$ cat config.mk
export PLATFORM = sky130hd
export DESIGN_NAME = dma_bus_arbiter_flat
export DESIGN_NICKNAME = d
export VERILOG_FILES = /design/src/rtl/dma_bus_arbiter_pkg.sv /design/src/rtl/dma_bus_arbiter_if.sv /design/src/rtl/dma_bus_arbiter_grant_watchdog.sv /design/src/rtl/dma_bus_arbiter.sv /design/src/flat_wrapper.sv
export SDC_FILE = /design/constraint.sdc
export NUM_CORES = 1
export LEC_CHECK = 0
export ABC_AREA = 1
export CORE_UTILIZATION = 56
export DETAILED_ROUTE_END_ITERATION = 6
export HOLD_SLACK_MARGIN = 0.12
export MAX_ROUTING_LAYER = met4
export PLACE_DENSITY_LB_ADDON = 0.3
export SLEW_MARGIN = 10
export SYNTH_ARGS = -nofsm -noshare
export SYNTH_HDL_FRONTEND = slang
export SYNTH_SLANG_ARGS = --single-unit
$ cat constraint.sdc
create_clock -name CLK -period 3.75 [get_ports CLK]
set_input_delay 0.9375 -clock CLK [delete_from_list [all_inputs] [get_ports CLK]]
set_output_delay 0.9375 -clock CLK [all_outputs]
set_load 0.01 [all_outputs]
$ cat src/rtl/dma_bus_arbiter_pkg.sv
// -----------------------------------------------------------------------------
// dma_bus_arbiter_pkg
//   Definitions shared by the DMA bus arbiter and the DMA engine: the arbiter
//   state encoding, the transfer-counter word size and the grant-watchdog
//   counter width.
//   Ports: none (package).
// -----------------------------------------------------------------------------
package dma_bus_arbiter_pkg;

    // Word size shared with the DMA engine; default width of xfer_cnt.
    localparam int WORD_SIZE = 16;

    // Grant watchdog counter width (timeouts up to 255 cycles).
    localparam int WD_WIDTH = 8;

    typedef enum logic [2:0] {
        ARB_IDLE,
        ARB_CMD,
        ARB_WAIT_BR,
        ARB_GRANT,
        ARB_RELEASE
    } arb_state_t;

endpackage

$ cat src/rtl/dma_bus_arbiter_if.sv
// -----------------------------------------------------------------------------
// dma_bus_arbiter_if
//   Groups the CPU / DMA / bus-mux handshake signals around the arbiter.
//   Signals:
//     dev_irq, cpu_mem_busy, BR, dma_irq       driven by the environment
//     cmd, BG, cpu_stall, done_irq,
//     err_timeout, xfer_cnt[CNT_WIDTH]         driven by the arbiter
//   Modports:
//     master : environment side (CPU core, DMA controller, device)
//     slave  : arbiter side
// -----------------------------------------------------------------------------
interface dma_bus_arbiter_if
    import dma_bus_arbiter_pkg::*;
#(
    parameter int CNT_WIDTH = WORD_SIZE
);
    logic                 dev_irq;
    logic                 cpu_mem_busy;
    logic                 BR;
    logic                 dma_irq;
    logic                 cmd;
    logic                 BG;
    logic                 cpu_stall;
    logic                 done_irq;
    logic                 err_timeout;
    logic [CNT_WIDTH-1:0] xfer_cnt;

    modport master (
        output dev_irq, cpu_mem_busy, BR, dma_irq,
        input  cmd, BG, cpu_stall, done_irq, err_timeout, xfer_cnt
    );

    modport slave (
        input  dev_irq, cpu_mem_busy, BR, dma_irq,
        output cmd, BG, cpu_stall, done_irq, err_timeout, xfer_cnt
    );

endinterface

$ cat src/rtl/dma_bus_arbiter_grant_watchdog.sv
// -----------------------------------------------------------------------------
// dma_bus_arbiter_grant_watchdog
//   Counts consecutive grant cycles and flags when the grant has lasted
//   TIMEOUT cycles.
//   Ports:
//     CLK      in   rising-edge clock
//     reset_n  in   synchronous active-low reset
//     clr      in   clear counter (held while not granting)
//     en       in   count this cycle (high while granting)
//     expired  out  this is the TIMEOUT-th consecutive grant cycle
// -----------------------------------------------------------------------------
module dma_bus_arbiter_grant_watchdog
    import dma_bus_arbiter_pkg::*;
#(
    parameter int TIMEOUT = 32
) (
    input  logic CLK,
    input  logic reset_n,
    input  logic clr,
    input  logic en,
    output logic expired
);

    localparam logic [WD_WIDTH-1:0] LIMIT = WD_WIDTH'(TIMEOUT - 1);

    logic [WD_WIDTH-1:0] cnt;

    always_ff @(posedge CLK) begin
        if (!reset_n)
            cnt <= '0;
        else if (clr)
            cnt <= '0;
        else if (en)
            cnt <= cnt + WD_WIDTH'(1);
    end

    // Counter reads 0 in the first grant cycle, so equality with TIMEOUT-1
    // marks the TIMEOUT-th grant cycle.
    assign expired = en && (cnt == LIMIT);

endmodule

$ cat src/rtl/dma_bus_arbiter.sv
// -----------------------------------------------------------------------------
// dma_bus_arbiter
//   CPU-side bus controller for the DMA engine. Converts a device interrupt
//   into a one-cycle DMA command, grants the memory bus to the DMA once the
//   CPU is idle on the bus, stalls the CPU while the DMA owns the bus, and
//   reclaims the bus on DMA-done, early BR drop or grant timeout.
//   Parameters:
//     GRANT_TIMEOUT  max consecutive BG cycles before forced reclaim (2..255)
//     CNT_WIDTH      width of the completed-transfer counter
//   Ports:
//     CLK      in  rising-edge clock
//     reset_n  in  synchronous active-low reset
//     bus      dma_bus_arbiter_if.slave
//              in : dev_irq, cpu_mem_busy, BR, dma_irq
//              out: cmd, BG, cpu_stall, done_irq, err_timeout, xfer_cnt
// -----------------------------------------------------------------------------
module dma_bus_arbiter
    import dma_bus_arbiter_pkg::*;
#(
    parameter int GRANT_TIMEOUT = 32,
    parameter int CNT_WIDTH     = WORD_SIZE
) (
    input  logic                 CLK,
    input  logic                 reset_n,
    dma_bus_arbiter_if.slave     bus
);

    arb_state_t state, state_n;

    logic                 expired;
    logic                 done_n;
    logic                 err_set;
    logic                 stall_n;

    logic                 cmd_q;
    logic                 bg_q;
    logic                 stall_q;
    logic                 done_q;
    logic                 err_q;
    logic [CNT_WIDTH-1:0] cnt_q;

    dma_bus_arbiter_grant_watchdog #(
        .TIMEOUT (GRANT_TIMEOUT)
    ) u_grant_watchdog (
        .CLK     (CLK),
        .reset_n (reset_n),
        .clr     (state != ARB_GRANT),
        .en      (state == ARB_GRANT),
        .expired (expired)
    );

    always_ff @(posedge CLK) begin
        if (!reset_n)
            state <= ARB_IDLE;
        else
            state <= state_n;
    end

    always_comb begin
        state_n = state;
        done_n  = 1'b0;
        err_set = 1'b0;
        case (state)
            ARB_IDLE:    if (bus.dev_irq) state_n = ARB_CMD;
            ARB_CMD:     state_n = ARB_WAIT_BR;
            ARB_WAIT_BR: if (bus.BR && !bus.cpu_mem_busy) state_n = ARB_GRANT;
            ARB_GRANT: begin
                // Completion has priority over a coinciding timeout.
                if (bus.dma_irq) begin
                    state_n = ARB_RELEASE;
                    done_n  = 1'b1;
                end else if (expired) begin
                    state_n = ARB_RELEASE;
                    err_set = 1'b1;
                end else if (!bus.BR) begin
                    state_n = ARB_RELEASE;
                end
            end
            ARB_RELEASE: state_n = ARB_IDLE;
            default:     state_n = ARB_IDLE;
        endcase

        // Stall while the DMA owns or is about to own the bus; in WAIT_BR the
        // stall follows a registered copy of BR so no input reaches an output
        // combinationally.
        stall_n = (state_n == ARB_GRANT) || (state_n == ARB_RELEASE) ||
                  ((state_n == ARB_WAIT_BR) && bus.BR);
    end

    // All outputs are flops loaded from the next-state decode, so each one
    // lines up with the state it belongs to.
    always_ff @(posedge CLK) begin
        if (!reset_n) begin
            cmd_q   <= 1'b0;
            bg_q    <= 1'b0;
            stall_q <= 1'b0;
            done_q  <= 1'b0;
            err_q   <= 1'b0;
            cnt_q   <= '0;
        end else begin
            cmd_q   <= (state_n == ARB_CMD);
            bg_q    <= (state_n == ARB_GRANT);
            stall_q <= stall_n;
            done_q  <= done_n;
            if (err_set)
                err_q <= 1'b1;
            if (done_n)
                cnt_q <= cnt_q + CNT_WIDTH'(1);
        end
    end

    assign bus.cmd         = cmd_q;
    assign bus.BG          = bg_q;
    assign bus.cpu_stall   = stall_q;
    assign bus.done_irq    = done_q;
    assign bus.err_timeout = err_q;
    assign bus.xfer_cnt    = cnt_q;

endmodule

$ cat src/flat_wrapper.sv
// flat-port wrapper written by rule: the top's interface ports become plain ports
module dma_bus_arbiter_flat import dma_bus_arbiter_pkg::*;
#(
    parameter int GRANT_TIMEOUT = 32,
    parameter int CNT_WIDTH     = WORD_SIZE
)
  (CLK, reset_n, bus_dev_irq, bus_cpu_mem_busy, bus_BR, bus_dma_irq, bus_cmd, bus_BG, bus_cpu_stall, bus_done_irq, bus_err_timeout, bus_xfer_cnt);
  dma_bus_arbiter_if #(.CNT_WIDTH(CNT_WIDTH)) bus_i ();
  input  logic CLK;
  input  logic reset_n;
  input wire logic [$bits(bus_i.dev_irq)-1:0] bus_dev_irq;
  input wire logic [$bits(bus_i.cpu_mem_busy)-1:0] bus_cpu_mem_busy;
  input wire logic [$bits(bus_i.BR)-1:0] bus_BR;
  input wire logic [$bits(bus_i.dma_irq)-1:0] bus_dma_irq;
  output wire logic [$bits(bus_i.cmd)-1:0] bus_cmd;
  output wire logic [$bits(bus_i.BG)-1:0] bus_BG;
  output wire logic [$bits(bus_i.cpu_stall)-1:0] bus_cpu_stall;
  output wire logic [$bits(bus_i.done_irq)-1:0] bus_done_irq;
  output wire logic [$bits(bus_i.err_timeout)-1:0] bus_err_timeout;
  output wire logic [$bits(bus_i.xfer_cnt)-1:0] bus_xfer_cnt;
  assign bus_i.dev_irq = bus_dev_irq;
  assign bus_i.cpu_mem_busy = bus_cpu_mem_busy;
  assign bus_i.BR = bus_BR;
  assign bus_i.dma_irq = bus_dma_irq;
  assign bus_cmd = bus_i.cmd;
  assign bus_BG = bus_i.BG;
  assign bus_cpu_stall = bus_i.cpu_stall;
  assign bus_done_irq = bus_i.done_irq;
  assign bus_err_timeout = bus_i.err_timeout;
  assign bus_xfer_cnt = bus_i.xfer_cnt;
  dma_bus_arbiter #(.GRANT_TIMEOUT(GRANT_TIMEOUT), .CNT_WIDTH(CNT_WIDTH)) u_core (.CLK(CLK), .reset_n(reset_n), .bus(bus_i));
endmodule
==> reports/qor.yml, run 1 <==
grtUsageTotal_pct: 24.47
antenna_found_initial: 0
drc_errors: 0
cpPeakStageDelay_ns: 0.58
period_share_pct: 61.58
clock.fmax_mhz: 433.0
first_pass_iters: 4
synthCells: 227
place_congestion: 0.8513
drive_gt1_share_pct: 8.494
syn_avg_cell_area_um2: 7.017
ys_seq_area_share_pct: 40.22
wire_per_inst_um: 11.31
synthFlopType: "dfxtp_1"
pre_cts_ws_ns: 1.335
die_w_um: 55.33
cts_setup_buffers: 0
critical_path.top_delay_family: "buffers and inverters"
dpl.hpwl_mm: 2.368
wl_mm: 3.270
timing.rr.start: "u_core.bus.xfer_cnt[0]$_SDFFE_PN0P_"
slew_headroom_pct: 71.96
cts-root-buf: "clkbuf_4"
finalSetupTns_ns: 0
drt_iter0_drc: 39
design_area_um2: 1952
final_antenna_net_count: 0
diodes: 0
synth_cell_types: 30
crit_end: "bus_xfer_cnt[8]"
cts_buffers: 5
cp.arrival_ns: 1.37
finalClockSkew_ns: 0.004476
postPlaceCellArea_um2: 1887
ys_async_sr_fraction_pct: 0
path_depth: 1
critPathRequiredTime_ns: 2.81
cp_max_fo: 6
worstReg2RegEnd: "u_core.bus.xfer_cnt[8]$_SDFFE_PN0P_"
hold_path_class: "flop to flop"
outcome: "completed"
grt_pass1_wl_mm: 5.796
syn-num-nets: 235
slowest_stage: "clkdlybuf4s50_1"
rsz0062_at_grt: "false"
yosys.area.top_type: "dfxtp_1"
port_buffers: 26
start_util_pct: 61.50
cts_hold_buf: 0
tightestPinTransition_ns: 0.4174
finalCriticalPeriod_ns: 2.309
path_class: "flop to primary output"
cts_sinks: 32
pin_count: 27
ys_seq_elements: 32
r2r_cells: 7
hold_viol: 0
synth.area.top_cells: "dfxtp_1, nand2_1, nor2_1"
yosys_warnings: 0
ir_drop_v: 0.0002697
grt_pass1_vias: 1371
path_cells: "clkdlybuf4s50_1"
die_h_um: 55.33
maxCapViolations: 0
netlist.area_leader.share_pct: 40.22
finalSetupViolCount: 0
cts_buffer_depth: 2
clk_pin_slew_worst_paths_ns: 0.09
startpoint: "u_core.bus.xfer_cnt[8]$_SDFFE_PN0P_"
grt_remaining_overflow: 0
reg2reg_slack_ns: 2.28
final-max-slew-violation-count: 0
synth_area_um2: 1593
cp-start-kind: "flop"
p_per_area_nw_per_um2: 308.9
cp_num_buf_inv: 1
synth_common_cells: "nand2_1, nor2_1, dfxtp_1"
timing.final.ws_setup_ns: 1.441
syn2layout_area_growth_pct: 22.55
cts_resized: 0
num_rows: 18
end_kind: "primary output"
clkLatencyLatePin_ns: 0.33
dr_total_vias: 1509
core-area_um2: 2590
synth_edf_count: 0
p_leak_nw: 0.7318
fin_nets: 267
cts_tree: "built"
cts.htree.levels: 2
grt_max_degree: 19
synth.most_common_cell: "nand2_1"
via_per_inst: 5.221
dieArea_um2: 3061
-- metrics by stage --
| stage | power (mW) | hold WS [ns] | instances | utilization (%) |
|---|---|---|---|---|
| CTS | 0.6105 | 0.4562 | 289 | 75.36 |
| detailed placement | 0.3958 | 0.4352 | 282 | 72.85 |
| global route | 0.6250 | 0.4808 | 289 | 75.36 |
| global placement | 0.3952 | 0.4311 | 282 | 72.85 |
| finish | 0.6029 | 0.4511 | 289 | 75.36 |
| floorplan | 0.3788 | 0.4176 | 227 | - |
-- metal layers --
layer | wire length [µm] | global-route usage (%) | share of wire [%]
met2 | 1453 | 38.55 | 44
met3 | 123 | 5.386 | 3.8
met4 | 65 | 10.71 | 2.0
met5 | 0 | - | 0
met1 | 1628 | 30.09 | 50
-- how the worst min path moves through the flow --
| stage | start | endpoint | cells after the start |
|---|---|---|---|
| 3_5_place_dp | u_core.u_grant_watchdog.cnt[0]$_SDFFE_PP0N_ | u_core.u_grant_watchdog.cnt[0]$_SDFFE_PP0N_ | 1 |
| 3_3_place_gp | u_core.u_grant_watchdog.cnt[0]$_SDFFE_PP0N_ | u_core.u_grant_watchdog.cnt[0]$_SDFFE_PP0N_ | 1 |
| 6_report | u_core.u_grant_watchdog.cnt[0]$_SDFFE_PP0N_ | u_core.u_grant_watchdog.cnt[0]$_SDFFE_PP0N_ | 1 |
| 5_1_grt | u_core.u_grant_watchdog.cnt[0]$_SDFFE_PP0N_ | u_core.u_grant_watchdog.cnt[0]$_SDFFE_PP0N_ | 1 |
| 2_1_floorplan | u_core.u_grant_watchdog.cnt[0]$_SDFFE_PP0N_ | u_core.u_grant_watchdog.cnt[0]$_SDFFE_PP0N_ | 1 |
| 4_1_cts | u_core.u_grant_watchdog.cnt[0]$_SDFFE_PP0N_ | u_core.u_grant_watchdog.cnt[0]$_SDFFE_PP0N_ | 1 |
-- cells in the final DEF, fill, tap and decap left out, drive strengths merged, types with 7 or more instances in the layout --
| cell | n |
|---|---|
| a21oi | 15 |
| clkbuf | 7 |
| clkdlybuf4s50 | 26 |
| dfxtp | 32 |
| inv | 26 |
| nand2 | 55 |
| nand3 | 11 |
| nor2 | 47 |
| nor3 | 8 |
| o21ai | 10 |
-- where the power goes --
| group | leakage (nW) | switching [mW] | internal [mW] |
|---|---|---|---|
| Clock | 0.0374 | 0.109 | 0.106 |
| Sequential | 0.258 | 0.00408 | 0.344 |
| Combinational | 0.436 | 0.0223 | 0.0169 |
-- final cells by class --
type | instances | area, µm²
Clock buffer | 7 | 65.06
Fill cell | 209 | 638.1
Inverter | 26 | 97.59
Multi-Input combinational cell | 168 | 850.8
Sequential cell | 32 | 640.6
Tap cell | 30 | 37.54
Timing Repair Buffer | 26 | 260.3
-- sequential cells by signal, indices dropped and copies added, names as in the netlist --
register and count:
u_core.bus.done_irq 1, u_core.bus.err_timeout 1, u_core.bus.xfer_cnt 16, u_core.bus.cpu_stall 1
u_core.state 3, u_core.bus.cmd 1, u_core.bus.BG 1, u_core.u_grant_watchdog.cnt 8
-- cells by family (layout without fill, tap and decap cells) --
kind of cell | Yosys count | count (layout) | synth area share, %
compound gates | 28 | 28 | 9.269
fa+ha+maj | 2 | 2 | 1.571
flops | 32 | 32 | 40.22
buf+inv | 27 | 59 | 6.362
xor+xnor | 3 | 3 | 1.650
simple gates | 135 | 135 | 40.93
Note: power is estimated with default switching activity, not from simulation.
==> inputs of run 2 (changes only) <==
Settings changed: CORE_UTILIZATION 56 to 47.
Clock period 3.75 ns to 2 ns, I/O delays scaled along.
==> reports/qor.yml, run 2 (synthesized netlist as in run 1, its figures left out) <==
cts.htree.levels: 2
timing.rr.start: "u_core.bus.xfer_cnt[0]$_SDFFE_PN0P_"
finalSetupTns_ns: 0
cpPeakStageDelay_ns: 0.58
slew_headroom_pct: 78.11
finalSetupViolCount: 0
rsz0062_at_grt: "false"
final_antenna_net_count: 0
finalClockSkew_ns: 0.01188
reg2reg_slack_ns: 0.59
p_total_mw: 1.148
cts_resized: 0
cts_buffer_depth: 2
fillers: 281
outcome: "completed"
grt_pass1_vias: 1375
syn2layout_area_growth_pct: 25.53
clk_pin_slew_worst_paths_ns: 0.10
p_per_area_nw_per_um2: 574.2
antenna_found_initial: 0
cp-start-kind: "flop"
final-max-slew-violation-count: 0
critPathRequiredTime_ns: 1.50
die_h_um: 60.22
slowest_stage: "clkdlybuf4s50_1"
drt_iter0_drc: 98
drive_gt1_share_pct: 9.886
finalCriticalPeriod_ns: 1.877
fin_nets: 271
worstReg2RegEnd: "u_core.bus.xfer_cnt[8]$_SDFFE_PN0P_"
period_share_pct: 93.84
cts_hold_buf: 0
r2r_cells: 7
clock.fmax_mhz: 532.8
grt_remaining_overflow: 0
path_class: "flop to primary output"
place_congestion: 0.8324
largest_reg_flops: 16
clkLatencyLatePin_ns: 0.34
hold_viol: 0
core-area_um2: 3128
grtUsageTotal_pct: 22.07
postPlaceCellArea_um2: 1934
p_leak_nw: 0.7510
wire_per_inst_um: 10.74
cts_setup_buffers: 0
grt_max_degree: 18
via_per_inst: 4.961
cp_num_buf_inv: 1
worst_hold_path.endpoint: "u_core.u_grant_watchdog.cnt[0]$_SDFFE_PP0N_"
worstHoldStart: "u_core.u_grant_watchdog.cnt[0]$_SDFFE_PP0N_"
pin_count: 27
cts-root-buf: "clkbuf_4"
tightestPinTransition_ns: 0.3258
die_w_um: 60.22
first_pass_iters: 4
critical_path.top_delay_family: "buffers and inverters"
holdPathStages: 1
wl_mm: 3.296
whs_ns: 0.4507
seqCellArea_um2: 640.6
dieArea_um2: 3626
cts_buffers: 5
dr_total_vias: 1523
hold_path_class: "flop to flop"
cts_sinks: 32
diodes: 0
grt_pass1_wl_mm: 5.768
cp_max_fo: 6
start_util_pct: 50.92
design_area_um2: 1999
layout_common_cells: "nand2_1, nor2_1, dfxtp_1"
port_buffers: 26
cp.arrival_ns: 1.38
end_kind: "primary output"
final_common_cell: "nand2_1"
multi_input_area_um2: 850.8
path_cells: "clkdlybuf4s50_1"
pre_cts_ws_ns: 0.1128
dpl.hpwl_mm: 2.441
maxCapViolations: 0
timing.final.ws_setup_ns: 0.1232
drc_errors: 0
num_rows: 20
ir_drop_v: 0.0004382
cts_tree: "built"
## run 2: cell types whose count changed in the layout (fill, tap and decap cells not counted), sizes merged
cell,before,now
buf,0,4
## run 2: worst max path at each step
stage                                        startpoint  slack (ns)  cells past startpoint                             endpoint
floorplan           u_core.bus.xfer_cnt[0]$_SDFFE_PN0P_        0.67                      7  u_core.bus.xfer_cnt[8]$_SDFFE_PN0P_
global placement                            bus_dma_irq        0.14                      8  u_core.bus.xfer_cnt[5]$_SDFFE_PN0P_
detailed placement                          bus_dma_irq        0.11                      8  u_core.bus.xfer_cnt[5]$_SDFFE_PN0P_
CTS                 u_core.bus.xfer_cnt[8]$_SDFFE_PN0P_        0.13                      1                      bus_xfer_cnt[8]
global route        u_core.bus.xfer_cnt[8]$_SDFFE_PN0P_        0.07                      1                      bus_xfer_cnt[8]
finish              u_core.bus.xfer_cnt[8]$_SDFFE_PN0P_        0.12                      1                      bus_xfer_cnt[8]
## run 2: worst register-to-register path, cell delays in order, from the launching register on
cell and delay [ns]:
dfxtp_1 0.39, ha_1 0.32, inv_1 0.09, nor2_1 0.17, nand2_1 0.09, xnor2_1 0.14, nand2_1 0.06, a21oi_1 0.10
## run 2: where the power goes
group / switching [mW] / total (mW) / internal, mW / leakage [nW]
clock: 0.218 / 0.417 / 0.199 / 0.0374
sequential: 0.00738 / 0.653 / 0.646 / 0.258
combinational: 0.0425 / 0.0775 / 0.0350 / 0.455
total: 0.268 / 1.15 / 0.880 / 0.751
## run 2: metrics by stage
stage	utilization, %	instances
after detailed placement	61.84	300
final	63.92	307
after floorplan	-	227
after global routing	63.92	307
after CTS	63.92	307
after global placement	61.84	300
## run 2: layer usage
layer	track usage [%]	up-vias	share of wire, %
li1	-	800	-
met5	-	-	0
met2	32.50	47	42
met1	27.87	671	51
met3	5.411	5	4.6
met4	10.96	0	1.5
## run 2: layout make-up
class                   instances  area share (%)
multi-input cells             168           42.55
flip-flops and latches         32           32.04
repair buffers                 30           14.52
inverters                      26           4.881
clock buffers                   7           3.254
well taps                      44           2.753
